==> src/rtl/obi_2_cont.sv <==
// obi_2_cont: bridge from the Ibex OBI data port to the UART transaction controller.
//    One request at a time; full-word controller transfers, partial stores done as
//    read-modify-write (read word, merge enabled bytes, write word back).
// Latency: gnt->rvalid 4 clocks minimum for a single transfer, plus one read round
//    trip for partial stores; zero-enable stores answer in the cycle after grant.
// Backpressure: data_gnt_o only in IDLE; the controller paces each transfer through
//    the start/complete level handshake.
//
// Ports:
//    clk_i, rst_i (async, active-high)
//    data_*    : OBI data port (req/gnt/we/be/addr/wdata in, rvalid/err/rdata out)
//    cont_*    : controller side (address/start/we/data out, complete/read_data in)
//
// Optional feature: define OBI_2_CONT_TIMEOUT_EN to enable a per-transaction
//    watchdog of TIMEOUT_CYCLES clocks that ends a stuck transfer with an error
//    response (err=1, rdata=32'hDEAD_BEEF). Without it data_err_o is tied to 0.

module obi_2_cont #(
   parameter int TIMEOUT_CYCLES = 65535
) (
   input  logic        clk_i,
   input  logic        rst_i,
   input  logic        data_req_i,
   output logic        data_gnt_o,
   input  logic        data_we_i,
   input  logic [3:0]  data_be_i,
   input  logic [31:0] data_addr_i,
   input  logic [31:0] data_wdata_i,
   output logic        data_rvalid_o,
   output logic        data_err_o,
   output logic [31:0] data_rdata_o,
   output logic [12:0] cont_address_o,
   output logic        cont_start_o,
   output logic        cont_we_o,
   output logic [31:0] cont_data_o,
   input  logic        cont_complete_i,
   input  logic [31:0] cont_read_data_i
);

   typedef enum logic [1:0] {IDLE, XFER, GAP, RESP} state_t;

   state_t      state, state_nxt;
   logic        we_q, we_nxt;
   logic [3:0]  be_q, be_nxt;
   logic [31:0] wdata_q, wdata_nxt;
   logic [31:0] rd_word_q, rd_word_nxt;
   // Set while a partial store is in its read phase; the write phase follows GAP.
   logic        rmw_q, rmw_nxt;

   logic [12:0] address_nxt;
   logic        start_nxt, cont_we_nxt, rvalid_nxt;
   logic [31:0] cont_data_nxt, rdata_nxt;
   logic [31:0] merged;

   // Only the word index inside the controller's 13-bit space matters.
   logic unused_addr_bits;
   assign unused_addr_bits = ^{data_addr_i[31:15], data_addr_i[1:0]};

`ifdef OBI_2_CONT_TIMEOUT_EN
   localparam logic [15:0] TMO_LIM = 16'(TIMEOUT_CYCLES);
   logic [15:0] cnt_q, cnt_nxt;
   logic        tmo_q, tmo_nxt;
   logic        err_nxt;
`else
   logic unused_cfg;
   assign unused_cfg = (TIMEOUT_CYCLES == 0);
   assign data_err_o = 1'b0;
`endif

   assign data_gnt_o = data_req_i && (state == IDLE);

   always_comb begin
      merged = rd_word_q;
      for (int k = 0; k < 4; k++) begin
         if (be_q[k]) merged[8*k +: 8] = wdata_q[8*k +: 8];
      end
   end

   always_comb begin
      state_nxt     = state;
      we_nxt        = we_q;
      be_nxt        = be_q;
      wdata_nxt     = wdata_q;
      rd_word_nxt   = rd_word_q;
      rmw_nxt       = rmw_q;
      address_nxt   = cont_address_o;
      start_nxt     = cont_start_o;
      cont_we_nxt   = cont_we_o;
      cont_data_nxt = cont_data_o;
      rvalid_nxt    = 1'b0;
      rdata_nxt     = data_rdata_o;
`ifdef OBI_2_CONT_TIMEOUT_EN
      cnt_nxt       = cnt_q;
      tmo_nxt       = tmo_q;
      err_nxt       = data_err_o;
`endif

      unique case (state)
         IDLE: begin
            if (data_req_i) begin
               address_nxt = data_addr_i[14:2];
               we_nxt      = data_we_i;
               be_nxt      = data_be_i;
               wdata_nxt   = data_wdata_i;
`ifdef OBI_2_CONT_TIMEOUT_EN
               cnt_nxt     = 16'd0;
               tmo_nxt     = 1'b0;
               err_nxt     = 1'b0;
`endif
               if (data_we_i && data_be_i == 4'h0) begin
                  // Nothing to store: acknowledge without touching the controller.
                  rvalid_nxt = 1'b1;
                  rdata_nxt  = 32'h0;
                  state_nxt  = RESP;
               end else begin
                  start_nxt = 1'b1;
                  state_nxt = XFER;
                  if (data_we_i && data_be_i == 4'hF) begin
                     cont_we_nxt   = 1'b1;
                     cont_data_nxt = data_wdata_i;
                     rmw_nxt       = 1'b0;
                  end else begin
                     // Loads and the read half of a partial store.
                     cont_we_nxt = 1'b0;
                     rmw_nxt     = data_we_i;
                  end
               end
            end
         end

         XFER: begin
            if (cont_complete_i) begin
               rd_word_nxt = cont_read_data_i;
               start_nxt   = 1'b0;
               state_nxt   = GAP;
            end
`ifdef OBI_2_CONT_TIMEOUT_EN
            else if (cnt_q + 16'd1 == TMO_LIM) begin
               start_nxt = 1'b0;
               tmo_nxt   = 1'b1;
               state_nxt = GAP;
            end else begin
               cnt_nxt = cnt_q + 16'd1;
            end
`endif
         end

         GAP: begin
            // Wait for complete to fall so the next start edge is clean.
            if (!cont_complete_i) begin
`ifdef OBI_2_CONT_TIMEOUT_EN
               if (tmo_q) begin
                  rvalid_nxt = 1'b1;
                  err_nxt    = 1'b1;
                  rdata_nxt  = 32'hDEAD_BEEF;
                  rmw_nxt    = 1'b0;
                  tmo_nxt    = 1'b0;
                  state_nxt  = RESP;
               end else
`endif
               if (rmw_q) begin
                  cont_data_nxt = merged;
                  cont_we_nxt   = 1'b1;
                  start_nxt     = 1'b1;
                  rmw_nxt       = 1'b0;
                  state_nxt     = XFER;
`ifdef OBI_2_CONT_TIMEOUT_EN
                  cnt_nxt       = 16'd0;
`endif
               end else begin
                  rvalid_nxt = 1'b1;
                  rdata_nxt  = we_q ? 32'h0 : rd_word_q;
                  state_nxt  = RESP;
               end
            end
         end

         RESP: begin
            state_nxt = IDLE;
         end

         default: state_nxt = IDLE;
      endcase
   end

   always_ff @(posedge clk_i or posedge rst_i) begin
      if (rst_i) begin
         state          <= IDLE;
         we_q           <= 1'b0;
         be_q           <= 4'h0;
         wdata_q        <= 32'h0;
         rd_word_q      <= 32'h0;
         rmw_q          <= 1'b0;
         cont_address_o <= 13'h0;
         cont_start_o   <= 1'b0;
         cont_we_o      <= 1'b0;
         cont_data_o    <= 32'h0;
         data_rvalid_o  <= 1'b0;
         data_rdata_o   <= 32'h0;
`ifdef OBI_2_CONT_TIMEOUT_EN
         cnt_q          <= 16'h0;
         tmo_q          <= 1'b0;
         data_err_o     <= 1'b0;
`endif
      end else begin
         state          <= state_nxt;
         we_q           <= we_nxt;
         be_q           <= be_nxt;
         wdata_q        <= wdata_nxt;
         rd_word_q      <= rd_word_nxt;
         rmw_q          <= rmw_nxt;
         cont_address_o <= address_nxt;
         cont_start_o   <= start_nxt;
         cont_we_o      <= cont_we_nxt;
         cont_data_o    <= cont_data_nxt;
         data_rvalid_o  <= rvalid_nxt;
         data_rdata_o   <= rdata_nxt;
`ifdef OBI_2_CONT_TIMEOUT_EN
         cnt_q          <= cnt_nxt;
         tmo_q          <= tmo_nxt;
         data_err_o     <= err_nxt;
`endif
      end
   end

endmodule

==> config.mk <==
export PLATFORM = sky130hd
export DESIGN_NAME = obi_2_cont
export DESIGN_NICKNAME = d
export VERILOG_FILES = /design/src/rtl/obi_2_cont.sv
export SDC_FILE = /design/constraint.sdc
export NUM_CORES = 1
export LEC_CHECK = 0
export BUFFER_PORTS_ARGS = -buffer_cell sky130_fd_sc_hd__buf_2
export CAP_MARGIN = 20
export CORE_ASPECT_RATIO = 1.2
export CORE_MARGIN = 2
export CORE_UTILIZATION = 30
export CTS_BUF_LIST = sky130_fd_sc_hd__clkbuf_8
export CTS_CLUSTER_DIAMETER = 150
export DETAILED_ROUTE_END_ITERATION = 10
export GPL_ROUTABILITY_DRIVEN = 0
export GPL_TIMING_DRIVEN = 1
export HOLD_SLACK_MARGIN = 0.02
export PLACE_DENSITY = 0.59
export SKIP_CTS_REPAIR_TIMING = 1
export SYNTH_ARGS = -nofsm -noshare
export SYNTH_HDL_FRONTEND = slang
export SYNTH_SLANG_ARGS = --single-unit
export TNS_END_PERCENT = 20
==> constraint.sdc <==
create_clock -name clk_i -period 11.9 [get_ports clk_i]
set_input_delay 2.975 -clock clk_i [delete_from_list [all_inputs] [get_ports clk_i]]
set_output_delay 2.975 -clock clk_i [all_outputs]
set_load 0.005 [all_outputs]
==> results of run 1 <==
[final cells by class]
type                            instances  area (um2)  share of cell area, %
Clock inverter                         13        83.8                   1.04
Inverter                                4        20.0                  0.248
Timing Repair Buffer                  171         872                   10.8
Sequential cell                       152        3800                   47.2
Tap cell                              274         343                   4.26
Clock buffer                           19         262                   3.25
Antenna cell                            1        2.50                 0.0311
Multi-Input combinational cell        338        2670                   33.1
[report_power, final]
part | leakage [uW] | total (uW) | internal [uW] | switching [uW]
combinational | 0.00188 | 767 | 439 | 328
sequential | 0.00186 | 958 | 771 | 187
clock | 0.000176 | 356 | 153 | 204
[synthesized netlist by cell type, drive strengths merged, types with 2 or more instances]
master,count,area (um2)
a31oi,3,18.8
buf,20,130
clkbuf,15,56.3
dfrtp,152,3800
inv,4,15.0
mux2,114,1400
mux2i,33,330
nand2,100,375
nand2b,4,40.0
nand3,3,27.5
nor2,2,10.0
o21ai,64,320
[per-stage QoR]
step | utilization, % | cells | power, uW | hold WS, ns | area (um2)
6_report | 37.1 | 972 | 2080 | 0.478 | 8060
5_1_grt | 37.1 | 971 | 2240 | 0.502 | 8050
4_1_cts | 37.1 | 970 | 2120 | 0.485 | 8040
3_5_place_dp | 35.5 | 938 | 1750 | 0.466 | 7700
3_3_place_gp | 35.5 | 938 | 1730 | 0.458 | 7700
2_1_floorplan | - | 529 | 1470 | 0.473 | 6650
[worst register-to-register path: stages (launching register included)]
cell and delay, ns:
dfrtp_1 0.66, nand2b_4 0.52, nor2_4 0.91, nand2_1 0.13, o21ai_0 0.20
[worst paths after layout]
kind | to | slack (ns) | cells after the start
worst min register to register | data_rdata_o[26]$_DFFE_PP0P_ | 0.48 | 2
min in group asynchronous | cont_address_o[8]$_DFFE_PP0P_ | 2.74 | 2
max in group asynchronous | data_rdata_o[7]$_DFFE_PP0P_ | 7.96 | 3
worst max register to register | data_rdata_o[20]$_DFFE_PP0P_ | 9.40 | 4
worst min-delay path | data_rdata_o[26]$_DFFE_PP0P_ | 0.48 | 2
worst max-delay path | data_gnt_o | 5.43 | 3
[sequential cells by signal (all words and copies together), names as in the netlist]
signal	cells
be_q	4
cont_data_o	32
data_rdata_o	32
cont_we_o	1
state	2
rmw_q	1
cont_start_o	1
rd_word_q	32
we_q	1
wdata_q	32
cont_address_o	13
data_rvalid_o	1
[kinds of logic after synthesis]
kind of cell | Yosys count
AND/OR/NAND/NOR | 115
flip-flops | 152
other | 1
AO/OA/AOI/OAI | 75
buffers and inverters | 39
multiplexers | 147
[routing by layer]
metal	vias up	wire [um]
met5	-	0
met4	0	297
met3	21	770
met2	104	7970
met1	2176	6970
li1	2134	-
==> impl_metrics.env, run 1 <==
export IMPL_synth_edf_count=0
export IMPL_hold_viol_final=0
export IMPL_seq_area_frac_synth_pct=57.2
export IMPL_wirelength_mm=16.0
export IMPL_fp_dieH_um=167
export IMPL_initial_utilization_pct=30.6
export IMPL_clock_latency_ns=0.45
export IMPL_fin_worst_skew_ns=0.0123
export IMPL_crit_buf_inv=2
export IMPL_ys_async_sr_fraction_pct=100
export IMPL_drtIter0Drc=143
export IMPL_path_cells="buf_2, nor3b_4, buf_2"
export IMPL_post_place_ws_ns=5.44
export IMPL_end_kind="output pin"
export IMPL_path_delay_family="buffers and inverters"
export IMPL_synthFlopType="dfrtp_1"
export IMPL_finalCritPeriodShare_pct=54.4
export IMPL_power_density_nw_per_um2=258
export IMPL_drive_gt1_share_pct=46.5
export IMPL_slew_headroom_pct=36.8
export IMPL_synthSimpleGateAreaFrac_pct=7.55
export IMPL_antenna_found_initial=1
export IMPL_use_met1_pct=17.5
export IMPL_tns_ns=0
export IMPL_grt_use_met3_pct=4.00
export IMPL_grt_pass1_vias=4581
export IMPL_io_buffer_count=166
export IMPL_r2r_start="state[1]$_DFFE_PP0P_"
export IMPL_design_core_area_um2=21700
export IMPL_synth_top_family_by_area="multiplexers"
export IMPL_ys_seq_elements=152
export IMPL_first_pass_iters=4
export IMPL_vias=4435
export IMPL_cts_buffers=17
export IMPL_grt_max_degree=104
export IMPL_cts_root_buf="clkbuf_8"
export IMPL_fmaxAchievable_mhz=155
export IMPL_syn2layout_area_growth_pct=21.2
export IMPL_leakagePower_uw=0.00391
export IMPL_use_met2_pct=23.5
export IMPL_critPathSlowestCell="nor3b_4"
export IMPL_synth_fa_ha_area_share_pct=0
export IMPL_synthXorXnorAreaFrac_pct=0
export IMPL_max_cap_viol_count=0
export IMPL_postRouteAntennaNets=0
export IMPL_crit_arrival_ns=3.50
export IMPL_start_kind="input port"
export IMPL_synthMuxAreaShare_pct=26.0
export IMPL_cts_tree="built"
export IMPL_layout_commonest_cell="buf_2"
export IMPL_clkTransAtPathRegs_ns=0.08
export IMPL_cts_sinks=152
export IMPL_synth_distinct_cells=34
export IMPL_status="finished clean"
export IMPL_syn_area_um2=6650
export IMPL_synth_cells=529
export IMPL_pin_count=187
export IMPL_hold_path_class="register to register"
export IMPL_crit_top_cell="buf_2"
export IMPL_post_route_min_period_ns=6.47
export IMPL_worstPathRequired_ns=8.93
export IMPL_layout_setup_ws_ns=5.43
export IMPL_dieArea_um2=23400
export IMPL_drc=0
export IMPL_grt_ovfl_total=0
export IMPL_critPathKind="input port to output pin"
export IMPL_cp_startpoint="data_req_i"
export IMPL_syn_nets=634
export IMPL_hpwl_mm=10.5
export IMPL_grt_pass1_wl_mm=25.5
export IMPL_ir_drop_v=0.0000986
export IMPL_num_nets_final=789
export IMPL_hold_start="data_rdata_o[26]$_DFFE_PP0P_"
export IMPL_top_usage_layer="met2"
export IMPL_synth_compound_area_share_pct=6.19
export IMPL_worst_pin_slew_ns=0.946
export IMPL_final_setup_viol_count=0
export IMPL_cts_buffer_depth=2
export IMPL_fp_dieW_um=140
export IMPL_yosys_warnings=0
export IMPL_fillers=2174
export IMPL_rows=59
export IMPL_rsz0062_at_grt="false"
export IMPL_wire_per_inst_um=16.5
export IMPL_cpPeakStageDelay_ns=0.21
export IMPL_crit_fanout=4
export IMPL_final_cell_mix="buf_2 (166), dfrtp_1 (152), nand2_1 (100), mux2_2 (84), o21ai_0 (56)"
export IMPL_syn_area_per_cell_um2=12.6
export IMPL_viasPerCell=4.56
export IMPL_htree_levels=4
export IMPL_slew_viol_final=0
export IMPL_grt_usage_pct=14.1
Note: power is estimated with default switching activity, not from simulation.
==> inputs of run 2 (changes only) <==
--- a/config.mk
+++ b/config.mk
@@ -16,7 +16,7 @@
 export GPL_ROUTABILITY_DRIVEN = 0
 export GPL_TIMING_DRIVEN = 1
 export HOLD_SLACK_MARGIN = 0.02
-export PLACE_DENSITY = 0.59
+export PLACE_DENSITY = 0.61
 export SKIP_CTS_REPAIR_TIMING = 1
 export SYNTH_ARGS = -nofsm -noshare
 export SYNTH_HDL_FRONTEND = slang
==> constraint.sdc (replaced) <==
create_clock -name clk_i -period 5.9 [get_ports clk_i]
set_input_delay 1.475 -clock clk_i [delete_from_list [all_inputs] [get_ports clk_i]]
set_output_delay 1.475 -clock clk_i [all_outputs]
set_load 0.005 [all_outputs]
==> run 2 against run 1 <==
Via count decreased by 0.92%; non-clock buffer count unchanged; clock power grew to 2.7 times the previous value; utilization is 0.62 points higher; wire length fell by 2.1%; global-route usage is 0.32 points lower; setup slack worse by 3.0 ns; hold slack improved by 0.0028 ns; register-to-register slack worse by 6.0 ns; first-iteration DRC count rose by 26%; clock skew grew 0.0041 ns; critical path depth unchanged; critical endpoint unchanged.
==> impl_metrics.env, run 2 (synthesis results as in run 1) <==
export IMPL_multi_input_area_um2=2670
export IMPL_drive_gt1_share_pct=46.8
export IMPL_crit_buf_inv=2
export IMPL_grt_pass1_wl_mm=25.2
export IMPL_hold_path_class="register to register"
export IMPL_htree_levels=4
export IMPL_initial_utilization_pct=30.6
export IMPL_crit_fanout=4
export IMPL_tns_ns=0
export IMPL_worst_pin_slew_ns=0.950
export IMPL_cts_buffer_depth=2
export IMPL_pin_count=187
export IMPL_final_area_um2=8190
export IMPL_cpPeakStageDelay_ns=0.21
export IMPL_vias=4394
export IMPL_rows=59
export IMPL_crit_arrival_ns=2.01
export IMPL_status="finished clean"
export IMPL_path_delay_family="buffers and inverters"
export IMPL_worstRegToRegCells=4
export IMPL_path_cells="buf_2, nor3b_4, buf_2"
export IMPL_fmaxAchievable_mhz=287
export IMPL_cts_sinks=152
export IMPL_viasPerCell=4.52
export IMPL_power_density_nw_per_um2=541
export IMPL_end_kind="output pin"
export IMPL_placed_cell_area_um2=7700
export IMPL_holdPathEnd="data_rdata_o[17]$_DFFE_PP0P_"
export IMPL_r2r_slack_ns=3.42
export IMPL_cts_tree="built"
export IMPL_drc=0
export IMPL_crit_top_cell="buf_2"
export IMPL_max_cap_viol_count=0
export IMPL_slew_viol_final=0
export IMPL_fp_dieH_um=167
export IMPL_fin_worst_skew_ns=0.0164
export IMPL_fp_dieW_um=140
export IMPL_regToRegEndpoint="data_rdata_o[16]$_DFFE_PP0P_"
export IMPL_finalCritPeriodShare_pct=59.1
export IMPL_grt_ovfl_total=0
export IMPL_layout_commonest_cell="buf_2"
export IMPL_io_buffer_count=166
export IMPL_regArea_um2=3800
export IMPL_syn2layout_area_growth_pct=23.2
export IMPL_wire_per_inst_um=16.1
export IMPL_leakagePower_uw=0.00398
export IMPL_grt_pass1_vias=4563
export IMPL_hpwl_mm=10.3
export IMPL_start_kind="input port"
export IMPL_grt_max_degree=100
export IMPL_final_cell_mix="buf_2 (166), dfrtp_1 (152), nand2_1 (100), mux2_2 (84), o21ai_0 (56)"
export IMPL_ir_drop_v=0.000186
export IMPL_grt_usage_pct=13.8
export IMPL_design_core_area_um2=21700
export IMPL_fillers=2197
export IMPL_worstPathRequired_ns=4.43
export IMPL_clkTransAtPathRegs_ns=0.09
export IMPL_critPathSlowestCell="nor3b_4"
export IMPL_num_nets_final=789
export IMPL_final_setup_viol_count=0
export IMPL_hold_depth=2
export IMPL_dieArea_um2=23400
export IMPL_rsz0062_at_grt="false"
export IMPL_first_pass_iters=4
export IMPL_antenna_found_initial=2
export IMPL_wirelength_mm=15.7
export IMPL_cts_buffers=17
export IMPL_fin_total_pwr_uw=4430
export IMPL_hold_viol_final=0
export IMPL_hold_start="data_rdata_o[17]$_DFFE_PP0P_"
export IMPL_cts_root_buf="clkbuf_8"
export IMPL_r2r_start="state[1]$_DFFE_PP0P_"
export IMPL_postRouteAntennaNets=0
export IMPL_post_route_min_period_ns=3.48
export IMPL_slew_headroom_pct=36.5
export IMPL_critPathKind="input port to output pin"
export IMPL_drtIter0Drc=180
export IMPL_clock_latency_ns=0.45
## run 2: cell types whose count changed in the layout (fill, tap and decap cells not counted)
cell        delta
clkinv_2       -4
diode_2        +1
inv_1          -2
buf_6          -1
clkbuf_8       -1
inv_8          +2
inv_6          +4
bufinv_16      +5
buf_4          +1
clkinvlp_4     -4
## run 2: worst min-delay path, cell delays in order (launching register included)
cell,delay [ns]
dfrtp_1,0.35
nand2_1,0.04
o21ai_0,0.06
## run 2: worst max-delay path by stage
stage | start | end | slack (ns) | cells after the start
after floorplan | rst_i | be_q[0]$_DFFE_PP0P_ | 0.33 | 1
after CTS | data_req_i | data_gnt_o | 2.40 | 3
after detailed placement | data_be_i[1] | cont_data_o[29]$_DFFE_PP0P_ | 2.15 | 5
final | data_req_i | data_gnt_o | 2.42 | 3
after global placement | data_be_i[1] | cont_data_o[29]$_DFFE_PP0P_ | 2.22 | 5
after global routing | data_req_i | data_gnt_o | 2.36 | 3
## run 2: layout make-up
class,count,share of cell area [%]
inverter,4,0.244
multi-input combinational,338,32.6
antenna,2,0.0611
clock buffer,18,3.02
tap,274,4.19
timing repair buffer,171,10.6
sequential,152,46.4
clock inverter,14,2.86
## run 2: per-layer routing
| metal | vias to the layer above | wire [um] | track usage [%] |
|---|---|---|---|
| met5 | - | 0 | 0 |
| met2 | 98 | 7620 | 22.6 |
| li1 | 2135 | - | - |
| met1 | 2150 | 7120 | 17.6 |
| met3 | 11 | 794 | 4.28 |
| met4 | 0 | 127 | 4.09 |
## run 2: power by group
group / internal, uW / switching [uW] / leakage [uW]
combinational: 883 / 653 / 0.00188
clock: 529 / 438 / 0.000243
sequential: 1560 / 374 / 0.00186
## run 2: metrics by stage
stage	std cells	util, %	worst slack, ns	hold slack [ns]
6_report	973	37.7	2.42	0.481
5_1_grt	972	37.7	2.36	0.503
4_1_cts	971	37.7	2.40	0.487
3_5_place_dp	939	35.5	2.15	0.466
3_3_place_gp	939	35.5	2.22	0.459
2_1_floorplan	529	-	0.332	0.473
